### src/rtl/pic_painter.sv
// Raster-scan sequencer: walks every pixel once per paint request, addresses the
// picture loaders and issues one VGA plot per pixel aligned to the ROM latency.
module pic_painter #(
  parameter int WIDTH   = 160,
  parameter int HEIGHT  = 120,
  parameter int ROM_LAT = 1
) (
  input  logic       clk,
  input  logic       reset,
  input  logic       start,
  input  logic [1:0] sel,
  input  logic [2:0] q_front,
  input  logic [2:0] q_start,
  input  logic [2:0] q_win,
  input  logic [2:0] q_lose,
  output logic [7:0] rd_x,
  output logic [6:0] rd_y,
  output logic [7:0] vga_x,
  output logic [6:0] vga_y,
  output logic [2:0] vga_colour,
  output logic       vga_plot,
  output logic       busy,
  output logic       done
);

  typedef enum logic [1:0] {IDLE, PAINT, DRAIN, DONE} state_t;

  localparam logic [7:0] X_LAST     = 8'(WIDTH - 1);
  localparam logic [6:0] Y_LAST     = 7'(HEIGHT - 1);
  localparam logic [1:0] DRAIN_LAST = 2'(ROM_LAT - 1);

  state_t       state_q, state_d;
  logic [7:0]   rd_x_q, rd_x_d;
  logic [6:0]   rd_y_q, rd_y_d;
  logic [1:0]   sel_q, sel_d;
  logic [1:0]   drain_q, drain_d;

  logic [7:0]         x_p_q [ROM_LAT];
  logic [7:0]         x_p_d [ROM_LAT];
  logic [6:0]         y_p_q [ROM_LAT];
  logic [6:0]         y_p_d [ROM_LAT];
  logic [ROM_LAT-1:0] vld_p_q, vld_p_d;

  always_comb begin
    state_d = state_q;
    rd_x_d  = rd_x_q;
    rd_y_d  = rd_y_q;
    sel_d   = sel_q;
    drain_d = drain_q;
    case (state_q)
      IDLE: begin
        if (start) begin
          state_d = PAINT;
          sel_d   = sel;
          rd_x_d  = 8'd0;
          rd_y_d  = 7'd0;
        end
      end
      PAINT: begin
        // The final coordinate stays on rd while the pipeline drains.
        if (rd_x_q == X_LAST) begin
          if (rd_y_q == Y_LAST) begin
            state_d = DRAIN;
            drain_d = 2'd0;
          end else begin
            rd_x_d = 8'd0;
            rd_y_d = rd_y_q + 7'd1;
          end
        end else begin
          rd_x_d = rd_x_q + 8'd1;
        end
      end
      DRAIN: begin
        if (drain_q == DRAIN_LAST) state_d = DONE;
        else                       drain_d = drain_q + 2'd1;
      end
      DONE:    state_d = IDLE;
      default: state_d = IDLE;
    endcase
  end

  // Coordinate/valid delay line matching the loader read latency.
  always_comb begin
    x_p_d[0]   = rd_x_q;
    y_p_d[0]   = rd_y_q;
    vld_p_d    = '0;
    vld_p_d[0] = (state_q == PAINT);
    for (int i = 1; i < ROM_LAT; i++) begin
      x_p_d[i]   = x_p_q[i-1];
      y_p_d[i]   = y_p_q[i-1];
      vld_p_d[i] = vld_p_q[i-1];
    end
  end

  always_ff @(posedge clk or posedge reset) begin
    if (reset) begin
      state_q <= IDLE;
      rd_x_q  <= 8'd0;
      rd_y_q  <= 7'd0;
      sel_q   <= 2'd0;
      drain_q <= 2'd0;
      vld_p_q <= '0;
      for (int i = 0; i < ROM_LAT; i++) begin
        x_p_q[i] <= 8'd0;
        y_p_q[i] <= 7'd0;
      end
    end else begin
      state_q <= state_d;
      rd_x_q  <= rd_x_d;
      rd_y_q  <= rd_y_d;
      sel_q   <= sel_d;
      drain_q <= drain_d;
      vld_p_q <= vld_p_d;
      for (int i = 0; i < ROM_LAT; i++) begin
        x_p_q[i] <= x_p_d[i];
        y_p_q[i] <= y_p_d[i];
      end
    end
  end

  always_comb begin
    case (sel_q)
      2'd0:    vga_colour = q_front;
      2'd1:    vga_colour = q_start;
      2'd2:    vga_colour = q_win;
      default: vga_colour = q_lose;
    endcase
  end

  assign rd_x     = rd_x_q;
  assign rd_y     = rd_y_q;
  assign vga_x    = x_p_q[ROM_LAT-1];
  assign vga_y    = y_p_q[ROM_LAT-1];
  assign vga_plot = vld_p_q[ROM_LAT-1];
  assign busy     = (state_q == PAINT) || (state_q == DRAIN);
  assign done     = (state_q == DONE);

endmodule
### config.mk
export PLATFORM = sky130hd
export DESIGN_NAME = pic_painter
export DESIGN_NICKNAME = d
export VERILOG_FILES = /design/src/rtl/pic_painter.sv
export SDC_FILE = /design/constraint.sdc
export NUM_CORES = 1
export LEC_CHECK = 0
export CAP_MARGIN = 20
export CORE_ASPECT_RATIO = 2
export CORE_MARGIN = 4
export CORE_UTILIZATION = 42
export CTS_CLUSTER_DIAMETER = 150
export DETAILED_ROUTE_END_ITERATION = 6
export GPL_ROUTABILITY_DRIVEN = 0
export HOLD_SLACK_MARGIN = 0.12
export PLACE_DENSITY = 0.75
export SYNTH_ARGS = -nofsm -noshare
export SYNTH_HDL_FRONTEND = slang
export SYNTH_SLANG_ARGS = --single-unit
### constraint.sdc
create_clock -name clk -period 1.6 [get_ports clk]
set_input_delay 0.16 -clock clk [delete_from_list [all_inputs] [get_ports clk]]
set_output_delay 0.16 -clock clk [all_outputs]
set_load 0.1 [all_outputs]
==> impl_summary.md, run 1 <==
Outcome
The run finished, with violations left. The checks that failed: negative setup slack.

Worst setup path
The worst setup path is captured at a flip-flop. The worst setup path is of the reg2reg kind. In this run the register-to-register setup slack is -0.09 ns. The maximum fanout encountered on the critical timing path is 4. Data on the critical path is required at its endpoint by 1.76 ns.

The worst setup path is launched from a flip-flop. The worst endpoint data arrival time is 1.85 ns.

Final layout
From synthesis to final layout, the design area changed by 88.3%. The net count of the finished layout is 278. For this run, the share of the core covered by cells in the final layout is 82.8%. The total inserted antenna cells is 0. Across the whole layout, storage elements account for 960 µm². The count of fill cells added during filler insertion is 205. The post-route netlist has 55.3% of its cells at a drive strength greater than 1. The total area of multi-input combinational cells is 0.00102 mm².

Flow run
The count of maximum capacitance violations is 0.

Pwr
Per report_power, the clock group accounts for 14.1% of the total. The part of the total power dissipated in combinational logic is 66.2%. The static power due to leakage is 1.43 nW. The worst vdd rail ir drop is 2.63 mV. The switching share of power is 47.1%. The analysis attributes to net switching a power of 3.16 mW. The power density over the cells is 1960 mW/mm². The internal power is 3.55 mW. The register share of total power is 19.7%.

Logic synthesis
The net count after synthesis is 181. Ranked by total cell area, the synthesized netlist is headed by sky130_fd_sc_hd__dfrtp_1, sky130_fd_sc_hd__ha_1, sky130_fd_sc_hd__mux4_2. The cell area that synthesis handed to floorplanning was 0.00182 mm².

The Yosys step of the flow raised 0 warnings. The leading area contributor after synthesis is sky130_fd_sc_hd__dfrtp_1. The count of flip-flops with a built-in enable after synthesis is 0. The proportion of netlist area held by the largest area contributor is 51.0%.

Synthesis handed over a netlist of 157 instances. For this run, the leading register cell type out of synthesis is sky130_fd_sc_hd__dfrtp_1. Counting distinct cell types in the post-synthesis netlist gives 49. The flip-flop and latch count after synthesis is 37.

The synthesized-area fraction occupied by and/or/nand/nor cells is 17.7%. After Yosys synthesis, XOR and XNOR cells account for 0.482% of the synthesized area. The part of the Yosys area used for sequential elements is 51.0%. The synthesized netlist devotes 14.1% of its cell area to compound gates. By area, the combinational part of the netlist is dominated by simple AND/OR/NAND/NOR gates.

The mean area per synthesized cell is 11.6 µm². In the synthesized netlist the async set-or-reset flop fraction comes to 100%. The arithmetic-cell share of the synthesized area counting full adders, half adders and majority gates is 4.82%. Of the post-synthesis cell area, the part taken by muxes is 8.96%.

CTS
The number of clock buffers added by TritonCTS is 5. After clock tree synthesis, the clock-pin slew on the worst setup and hold paths is 0.08 ns. For the worst-skew pair, the clock arrives at the later sink with an insertion delay of 0.29 ns. The clock sink total is 37.

The clock tree root driver cell is sky130_fd_sc_hd__clkbuf_8. The H-tree was split into 2 levels. Counting along the longest clock path gives a buffer depth of 2. TritonCTS built the clock tree.

Timing
Once routing completed, OpenROAD measured the worst setup slack at -0.0944 ns. The worst hold slack is 0.284 ns. The clock arrives with 0.00671 ns of skew. The worst pin sits at a relative slew slack of 69.1%. The setup-violating endpoint count in the final report is 12.

Setup repair after global routing could not meet its margin everywhere. For the finished layout, the period the worst path requires is 1.69 ns. The max-slew violation total from the final report is 0. Timing would allow up to 0.590 GHz. Dividing the final minimum period by the clock period gives 106%. The final-report hold violation count came to 0. The transition time at the pin with the least slew margin is 0.463 ns.

Min path
In this run the worst hold path is classified as in2async.

Drt
Using the TritonRoute via totals, the vias-per-cell ratio works out to 5.74. After detailed routing, the wire length on met1 is 2040 µm. The average detailed-routed wire length per instance is 20.2 µm. The detail route stage leaves a number of antenna-violating nets equal to 0. For this run, design rule violations remaining after detail routing come to 0.

Detailed routing placed a total of 322 µm of wire on met3. The routed design has 6210 µm of wire. After detailed routing, no signal wire sits above met4. The routed design uses 3580 µm of met2 wire. The via count of the routed design is 1763. The first-pass iteration count of the detailed router is 4. The DRC violation total after the first TritonRoute iteration is 75.

Floorplan
The floorplan has 33 rows. The die is 54.5 µm wide. The area of the die is 0.00550 mm². Measured along the y axis, the die boundary spans 101 µm. The core region area is 0.00413 mm². The number of top-level design ports is 53. The initial utilization of the core area, before any placement, comes to 44.0%.

Global route
In the global route stage, overall resource usage came out at 22.6%. The pin count of the biggest net entering global routing is 38. The global-route wire length before repair is 9030 µm. Summed over all layers, the global routing overflow is 0. The via count of the first global-routing pass was 1887. The initial antenna violation count is 0.

Placed design
Detailed placement finished with a half-perimeter wire length of 4250 µm. The quantity of I/O buffers inserted on ports is 52.
==> power groups by stage <==
| stage | Sequential (mW) | Clock (mW) | Combinational, mW |
|---|---|---|---|
| final | 1.32 | 0.946 | 4.44 |
| after global routing | 1.35 | 1.01 | 4.59 |
| after CTS | 1.31 | 0.962 | 4.13 |
| after detailed placement | 1.33 | 0 | 4.00 |
| after global placement | 1.30 | 0 | 3.93 |
| after floorplan | 2.25 | 0 | 1.42 |
==> cell usage after synthesis (2+ instances only) <==
cell type and n:
sky130_fd_sc_hd__dfrtp_1 37, sky130_fd_sc_hd__nand2_1 14, sky130_fd_sc_hd__inv_1 9, sky130_fd_sc_hd__nor2_1 9
sky130_fd_sc_hd__nand3_1 8, sky130_fd_sc_hd__o21ai_0 8, sky130_fd_sc_hd__ha_1 7, sky130_fd_sc_hd__mux2i_1 5
sky130_fd_sc_hd__nor3_1 5, sky130_fd_sc_hd__mux2_2 4, sky130_fd_sc_hd__nand4_1 4, sky130_fd_sc_hd__a31oi_1 3
sky130_fd_sc_hd__mux4_2 3, sky130_fd_sc_hd__a21oi_1 2, sky130_fd_sc_hd__a221o_1 2, sky130_fd_sc_hd__and3_1 2
sky130_fd_sc_hd__nand2b_1 2, sky130_fd_sc_hd__nor2b_1 2
==> flip-flops by register name, summed over array words and instances, names as in the netlist <==
signal	count
rd_y	7
state_q	2
drain_q	2
rd_x	8
sel_q	2
vga_y	7
vga_plot	1
vga_x	8
==> layer usage <==
layer / track usage (%) / vias up
met5: 0 / -
met4: 12.1 / 0
met3: 4.89 / 27
met2: 40.7 / 90
met1: 22.4 / 871
li1: - / 775
==> cell families (layout without fill, tap and decap cells) <==
logic type,after synthesis,in the layout
DFF,37,37
adders and majority gates,7,7
AOI/OAI and AO/OA,30,30
buffers and inverters,12,110
and+or+nand+nor,58,58
muxes,12,12
xor gates and xnor gates,1,1
==> worst max-delay path, stage by stage (launching register included) <==
cell and delay (ns):
sky130_fd_sc_hd__dfrtp_2 0.45, sky130_fd_sc_hd__nor3b_4 0.31, sky130_fd_sc_hd__nand2_1 0.25, sky130_fd_sc_hd__a2111oi_1 0.42, sky130_fd_sc_hd__nor3_1 0.13
==> final cells by class <==
cell class	count	share of cell area, %
timing repair buffer	93	35.3
multi-input combinational	108	29.8
sequential	37	28.1
clock buffer	5	2.01
clock inverter	3	1.90
tap	52	1.90
inverter	9	0.988
==> cells in the final DEF, fill, tap and decap left out, drive strengths merged, types with 4 or more instances in the layout <==
cell type | Yosys | layout
buf | 1 | 77
nor2 | 9 | 9
clkbuf | 2 | 5
mux2i | 5 | 5
clkdlybuf4s50 | 0 | 16
nor3 | 6 | 6
mux2 | 4 | 4
dfrtp | 37 | 37
o21ai | 9 | 9
nand2 | 14 | 14
nand4 | 4 | 4
nand3 | 8 | 8
inv | 9 | 9
ha | 7 | 7
a31oi | 4 | 4
==> path summary, 6_finish.rpt <==
kind,startpoint,end,cells past startpoint
max in group asynchronous,reset,rd_y[1]$_DFFE_PP0P_,3
setup / recovery,rd_x[6]$_DFFE_PP0P_,rd_y[2]$_DFFE_PP0P_,4
setup reg to reg,rd_x[6]$_DFFE_PP0P_,rd_y[2]$_DFFE_PP0P_,4
hold / removal,reset,vga_x[4]$_DFF_PP0_,3
hold reg to reg,drain_q[1]$_DFFE_PP0P_,drain_q[1]$_DFFE_PP0P_,1
min in group clk,sel[1],sel_q[1]$_DFFE_PP0P_,2
==> metrics by stage <==
stage / power [mW] / cell area (µm²) / setup slack [ns] / cells / setup TNS, ns
after floorplan: 3.68 / 1890 / -0.270 / 157 / -2.90
after global placement: 5.23 / 3070 / -0.0734 / 292 / -0.434
after detailed placement: 5.33 / 3070 / -0.145 / 292 / -1.29
after CTS: 6.41 / 3300 / -0.0385 / 305 / -0.247
after global routing: 6.94 / 3420 / -0.202 / 307 / -1.22
final: 6.71 / 3420 / -0.0944 / 307 / -0.323
==> repair_timing <==
item / CTS / global route
resized for setup: 17 / 28
hold buffers: 0 / 0
pin swaps: 9 / 11
setup buffers: 5 / 2
setup endpoints to repair: 20 / 21
(Power assumes the default switching activity.)
==> inputs of run 2 (changes only) <==
SKIP_CTS_REPAIR_TIMING = 1   (was unset)
==> impl_summary.md, run 2 (synthesis results as in run 1) <==
Pwr
The static power due to leakage is 1.45 nW (was 1.43 nW). The worst vdd rail ir drop is 2.67 mV (was 2.63 mV). The overall power after layout is 6.70 mW (was 6.71 mW).

The power density over the cells came to 1950 mW/mm² (was 1960 mW/mm²).

Worst setup path
The maximum fanout encountered on the critical timing path is 4 (unchanged). The critical path launch point type was a flip-flop (unchanged). The sort of element at the end of the critical path is a flip-flop (unchanged). The worst reg-to-reg setup slack is -0.14 ns (was -0.09 ns). The reg-to-reg critical path startpoint is rd_x[1]$_DFFE_PP0P_ (was rd_x[6]$_DFFE_PP0P_). The path depth of the worst reg2reg path is 7 (was 4). The reg-to-reg endpoint was rd_y[6]$_DFFE_PP0P_ (was rd_y[2]$_DFFE_PP0P_). The worst endpoint data arrival time was 1.91 ns (was 1.85 ns). The critical path class is reg2reg (unchanged). The data required time of the worst path is 1.77 ns (was 1.76 ns).

Timing
The post-layout minimum cycle time is 1.74 ns (was 1.69 ns). The transition time at the pin with the least slew margin is 0.454 ns (was 0.463 ns). The minimum setup slack in the final design was -0.139 ns (was -0.0944 ns). The max-slew violation total from the final report is 0 (unchanged). The setup-violating endpoint count in the final report is 19 (was 12). The worst max-slew margin expressed relative to the limit is 69.7% (was 69.1%).

The final-report hold violation count was 0 (unchanged). Unrepaired setup endpoints after global routing: true (unchanged). The maximum clock frequency is 0.575 GHz (was 0.590 GHz). The final critical-path share of the clock period is 109% (was 106%).

The final setup skew is 0.00463 ns (was 0.00671 ns). The final sum of negative setup slack came to -0.842 ns (was -0.323 ns).

Drt
The via count of the routed design was 1758 (was 1763). The DRC violation count after routing is 0 (unchanged). The average detailed-routed wire length per instance came to 20.0 µm (was 20.2 µm). The number of vias per cell is 5.65 (was 5.74). The count of nets left with antenna violations after detail routing is 0 (unchanged). The overall routed net length is 6210 µm (about the same). The first-pass iteration count of the detailed router is 4 (unchanged). The DRC violation total after the first TritonRoute iteration is 74 (was 75).

Final layout
The share of post-route cells with drive strength above 1 is 56.4% (was 55.3%). The count of fill cells added during filler insertion is 213 (was 205). The net count of the finished layout is 282 (was 278). The total area of multi-input combinational cells is 0.00100 mm² (was 0.00102 mm²). The layout-stage area growth over the synthesis result is 88.8% (was 88.3%).

The total inserted antenna cells is 0 (unchanged). Leaving out fill and tap cells, the most frequent cell in the layout is sky130_fd_sc_hd__buf_4. Most frequent cells in the layout: sky130_fd_sc_hd__buf_4, sky130_fd_sc_hd__buf_12, sky130_fd_sc_hd__dfrtp_1, sky130_fd_sc_hd__clkdlybuf4s50_1, sky130_fd_sc_hd__nand2_1 (unchanged). The flip-flop and latch area is 960 µm² (unchanged). The post-layout instance area is 0.00343 mm² (was 0.00342 mm²).

Global route
The via count of the first global-routing pass was 1811 (was 1887). The leftover overflow at the end of global routing was 0 (unchanged). The global-route wire length before repair is 8250 µm (was 9030 µm). The initial antenna violation count is 0 (unchanged). The total track usage is 20.6% (was 22.6%). The pin count of the biggest net entering global routing is 38 (unchanged).

Floorplan
The die outline height was 101 µm (unchanged). The width of the die is 54.5 µm (unchanged). The area of the die is 0.00550 mm² (unchanged). The number of top-level design ports is 53 (unchanged).

The initial cell density of the core was 44.0% (unchanged). The core region area came to 0.00413 mm² (unchanged). The number of rows in the core area came to 33 (unchanged).

Outcome
Failing checks: negative setup slack (unchanged). Run status: finished with violations (unchanged).

Min path
The kind of path behind the tightest hold check is in2async (unchanged).

CTS
The count of H-tree levels built during CTS is 2 (unchanged). The CTS tree was done (unchanged). The worst-skew pair later-pin latency is 0.29 ns (about the same). The clock tree root driver cell is sky130_fd_sc_hd__clkbuf_8 (unchanged). The post-CTS clock slew at the launch and capture registers of the worst setup and hold paths came to 0.07 ns (was 0.08 ns). The number of buffers created by CTS was 5 (unchanged). The buffer depth of the longest clock path was 2 (unchanged). The clock sink total is 37 (unchanged).

Flow run
The count of maximum capacitance violations was 0 (unchanged).

Placed design
The cell area after placement is 0.00307 mm² (unchanged). The quantity of I/O buffers inserted on ports is 52 (unchanged). The HPWL after detailed placement is 4250 µm (unchanged).
run 2: how the worst max path moves through the flow:
stage          slack [ns]                endpoint  depth (start not counted)              startpoint
3_3_place_gp        -0.07     rd_y[3]$_DFFE_PP0P_                          5     rd_x[1]$_DFFE_PP0P_
2_1_floorplan       -0.27  drain_q[1]$_DFFE_PP0P_                          6     rd_x[0]$_DFFE_PP0P_
5_1_grt             -0.18     rd_y[6]$_DFFE_PP0P_                          7     rd_x[1]$_DFFE_PP0P_
6_report            -0.14     rd_y[6]$_DFFE_PP0P_                          7     rd_x[1]$_DFFE_PP0P_
4_1_cts             -0.17  state_q[1]$_DFFE_PP0P_                          6  state_q[0]$_DFFE_PP0P_
3_5_place_dp        -0.15  state_q[1]$_DFFE_PP0P_                          6  state_q[0]$_DFFE_PP0P_
run 2: area by class of cell:
type,count,area share [%]
Inverter,9,0.986
Clock buffer,5,2.01
Timing Repair Buffer,97,35.9
Tap cell,52,1.90
Multi-Input combinational cell,108,29.3
Sequential cell,37,28.0
Clock inverter,3,1.90
run 2: power by group:
group | internal (mW) | switching [mW]
Sequential | 1.15 | 0.178
Clock | 0.619 | 0.322
Combinational | 1.79 | 2.64
Total | 3.55 | 3.14
run 2: stage by stage:
| step | util [%] | hold slack [ns] | instances | setup slack [ns] |
|---|---|---|---|---|
| 2_1_floorplan | - | 0.310 | 157 | -0.270 |
| 3_3_place_gp | 74.4 | 0.498 | 292 | -0.0734 |
| 3_5_place_dp | 74.4 | 0.502 | 292 | -0.145 |
| 4_1_cts | 77.6 | 0.311 | 300 | -0.170 |
| 5_1_grt | 83.0 | 0.325 | 311 | -0.182 |
| 6_report | 83.0 | 0.288 | 311 | -0.139 |
run 2: metal layers:
metal | track usage, % | wire length, µm | up-vias
met5 | 0 | 0 | -
met2 | 38.3 | 3590 | 96
met3 | 4.30 | 303 | 30
met4 | 10.9 | 310 | 0
met1 | 19.5 | 2010 | 852
li1 | - | - | 780
run 2: worst max-delay path, cell delays in order, from the launching register on:
cell                        delay [ns]
sky130_fd_sc_hd__dfrtp_4          0.43
sky130_fd_sc_hd__ha_4             0.14
sky130_fd_sc_hd__buf_6            0.08
sky130_fd_sc_hd__nand4_1          0.24
sky130_fd_sc_hd__buf_4            0.25
sky130_fd_sc_hd__nor3_4           0.19
sky130_fd_sc_hd__mux2i_1          0.19
sky130_fd_sc_hd__o2bb2ai_1        0.09
==> inputs of run 3 (changes only) <==
PLACE_DENSITY = 0.74   (was 0.75)
RECOVER_POWER = 50   (was unset)
==> impl_summary.md, run 3 (synthesis results as in run 1) <==
Final layout
The layout-stage area growth over the synthesis result is 83.7% (was 88.8%). The total inserted antenna cells is 0 (unchanged). The commonest non-fill, non-tap cell in the layout is sky130_fd_sc_hd__buf_12 (was sky130_fd_sc_hd__buf_4). The flip-flop and latch area is 958 µm² (was 960 µm²). The filler-free cell count of the finished design is 306 (was 311). The net count of the finished layout is 277 (was 282). Most frequent cells in the layout: sky130_fd_sc_hd__buf_12, sky130_fd_sc_hd__buf_4, sky130_fd_sc_hd__dfrtp_1, sky130_fd_sc_hd__clkdlybuf4s50_1, sky130_fd_sc_hd__nand2_1 (was sky130_fd_sc_hd__buf_4, sky130_fd_sc_hd__buf_12, sky130_fd_sc_hd__dfrtp_1, sky130_fd_sc_hd__clkdlybuf4s50_1, sky130_fd_sc_hd__nand2_1). The share of post-route cells with drive strength above 1 was 52.8% (was 56.4%). The count of fill cells added during filler insertion is 236 (was 213).

The total area of multi-input combinational cells is 0.00101 mm² (was 0.00100 mm²).

Global route
The initial antenna violation count is 0 (unchanged). The via count of the first global-routing pass is 1819 (was 1811). The pin count of the biggest net entering global routing is 38 (unchanged). The total track usage was 21.4% (was 20.6%). The leftover overflow at the end of global routing was 0 (unchanged).

The global-route wire length before repair is 8470 µm (was 8250 µm).

Floorplan
The area of the die is 0.00550 mm² (unchanged). The number of top-level design ports is 53 (unchanged). The width of the die was 54.5 µm (unchanged). The die outline height is 101 µm (unchanged). The core region area is 0.00413 mm² (unchanged). The initial cell density of the core was 44.0% (unchanged). The number of rows in the core area is 33 (unchanged).

Worst setup path
The kind of cell adding the most delay to the critical path is compound AO/OA/AOI/OAI gates (was flip-flops). The count of buffer and inverter cells on the critical path is 0 (was 2). The worst endpoint data arrival time is 1.85 ns (was 1.91 ns). The critical path launch point type is a flip-flop (unchanged). The critical path class is reg2reg (unchanged).

The sort of element at the end of the critical path is a flip-flop (unchanged). The largest incremental delay on the critical path is 0.43 ns (about the same). The cell with the biggest individual delay on the critical path was sky130_fd_sc_hd__dfrtp_4 (unchanged). The data required time of the worst path came to 1.78 ns (was 1.77 ns).

The maximum fanout encountered on the critical timing path is 5 (was 4). CP Cell Sequence: ha_4 -> and4_4 -> a41oi_4 -> a21o_1 -> a221o_1 (was ha_4 -> buf_6 -> nand4_1 -> buf_4 -> nor3_4 -> mux2i_1 -> o2bb2ai_1).

CTS
The post-CTS clock slew at the launch and capture registers of the worst setup and hold paths is 0.07 ns (about the same). The worst-skew pair later-pin latency is 0.30 ns (was 0.29 ns). The buffer depth of the longest clock path came to 2 (unchanged). The CTS tree is done (unchanged). The count of H-tree levels built during CTS is 2 (unchanged). The number of buffers created by CTS is 5 (unchanged). The clock tree root driver cell is sky130_fd_sc_hd__clkbuf_8 (unchanged).

The clock sink total is 37 (unchanged).

Pwr
The static power due to leakage was 1.38 nW (was 1.45 nW). The switching power summed over all nets is 3.15 mW (was 3.14 mW). The switching share of power is 49.4% (was 47.0%). The internal power is 3.23 mW (was 3.55 mW). The overall power after layout is 6.38 mW (was 6.70 mW). The clock power share is 9.9% (was 14.1%). The part of the total power dissipated in combinational logic was 69.6% (was 66.2%). The worst vdd rail ir drop is 2.24 mV (was 2.67 mV).

The register share of total power is 20.6% (was 19.8%). The power density over the cells is 1910 mW/mm² (was 1950 mW/mm²).

Timing
The worst hold slack is 0.485 ns (was 0.288 ns). The minimum setup slack in the final design is -0.0667 ns (was -0.139 ns). The worst max-slew margin expressed relative to the limit is 40.3% (was 69.7%).

The max-slew violation total from the final report is 0 (unchanged). Unrepaired setup endpoints after global routing: true (unchanged). The final setup skew is 0.00584 ns (was 0.00463 ns). The maximum clock frequency is 0.600 GHz (was 0.575 GHz). The setup-violating endpoint count in the final report is 7 (was 19). The final critical-path share of the clock period came to 104% (was 109%). The post-layout minimum cycle time is 1.67 ns (was 1.74 ns). The final-report hold violation count is 0 (unchanged). The transition time at the pin with the least slew margin came to 0.895 ns (was 0.454 ns).

Outcome
Failing checks: negative setup slack (unchanged). Run status: finished with violations (unchanged).

Drt
The average detailed-routed wire length per instance is 19.3 µm (was 20.0 µm). The DRC violation count after routing is 0 (unchanged). The first-pass iteration count of the detailed router is 4 (unchanged). The via count of the routed design is 1707 (was 1758). The overall routed net length came to 5900 µm (was 6210 µm). The DRC violation total after the first TritonRoute iteration came to 59 (was 74).

The count of nets left with antenna violations after detail routing is 0 (unchanged). The number of vias per cell came to 5.58 (was 5.65).

Min path
The kind of path behind the tightest hold check is in2reg (was in2async).

Placed design
The instance count after placement with tap cells included was 293 (was 292). The quantity of I/O buffers inserted on ports is 52 (unchanged). The HPWL after detailed placement came to 4280 µm (was 4250 µm).

Flow run
The count of maximum capacitance violations is 0 (unchanged).
==> run 3: cell count changes in the layout (fill, tap and decap cells not counted), moves of 2 or more <==
cell                        change
sky130_fd_sc_hd__buf_4         -12
sky130_fd_sc_hd__bufinv_16      -2
sky130_fd_sc_hd__o21ai_0        +3
sky130_fd_sc_hd__clkbuf_1       +5
sky130_fd_sc_hd__buf_6          +2
sky130_fd_sc_hd__o21ai_1        -4
==> run 3: worst reg2reg max path, delay by kind of cell, from the launching register on <==
family | cells | cell delay [ns]
simple gates | 1 | 0.28
fa+ha+maj | 1 | 0.14
compound gates | 3 | 0.70
flops | 1 | 0.43
==> run 3: layer usage <==
layer	global-route usage (%)	wire [µm]
met2	40.8	3490
met5	0	0
met3	4.44	291
met1	19.5	1860
met4	10.6	253
==> run 3: final cells by class <==
type | instances | area share, %
inverter | 9 | 1.01
multi-input combinational | 108 | 30.4
clock buffer | 6 | 2.18
timing repair buffer | 92 | 35.5
tap | 52 | 1.95
clock inverter | 2 | 0.300
sequential | 37 | 28.7
==> run 3: stage by stage <==
stage / setup TNS [ns] / utilization [%] / setup WS (ns) / instance area [µm²]
2_1_floorplan: -2.90 / - / -0.270 / 1890
3_3_place_gp: -0.231 / 74.6 / -0.0476 / 3080
3_5_place_dp: -1.39 / 74.6 / -0.146 / 3080
4_1_cts: -2.06 / 76.6 / -0.166 / 3160
5_1_grt: -1.18 / 80.8 / -0.124 / 3330
6_report: -0.228 / 80.8 / -0.0667 / 3330
==> run 3: path summary, 6_finish.rpt <==
check / startpoint / end / slack [ns] / depth (start not counted)
setup / recovery: rd_x[1]$_DFFE_PP0P_ / drain_q[1]$_DFFE_PP0P_ / -0.07 / 5
min in group asynchronous: reset / vga_x[0]$_DFF_PP0_ / 0.59 / 3
hold / removal: sel[0] / sel_q[0]$_DFFE_PP0P_ / 0.48 / 2
hold reg to reg: drain_q[1]$_DFFE_PP0P_ / drain_q[1]$_DFFE_PP0P_ / 0.53 / 1
setup reg to reg: rd_x[1]$_DFFE_PP0P_ / drain_q[1]$_DFFE_PP0P_ / -0.07 / 5
max in group asynchronous: reset / rd_y[0]$_DFFE_PP0P_ / 0.35 / 3
==> run 3: power groups by stage <==
| stage | Sequential [mW] | Clock (mW) | Combinational [mW] |
|---|---|---|---|
| 2_1_floorplan | 2.25 | 0 | 1.42 |
| 3_3_place_gp | 1.30 | 0 | 3.92 |
| 3_5_place_dp | 1.32 | 0 | 4.02 |
| 4_1_cts | 1.30 | 0.643 | 4.03 |
| 5_1_grt | 1.33 | 0.690 | 4.59 |
| 6_report | 1.31 | 0.629 | 4.44 |
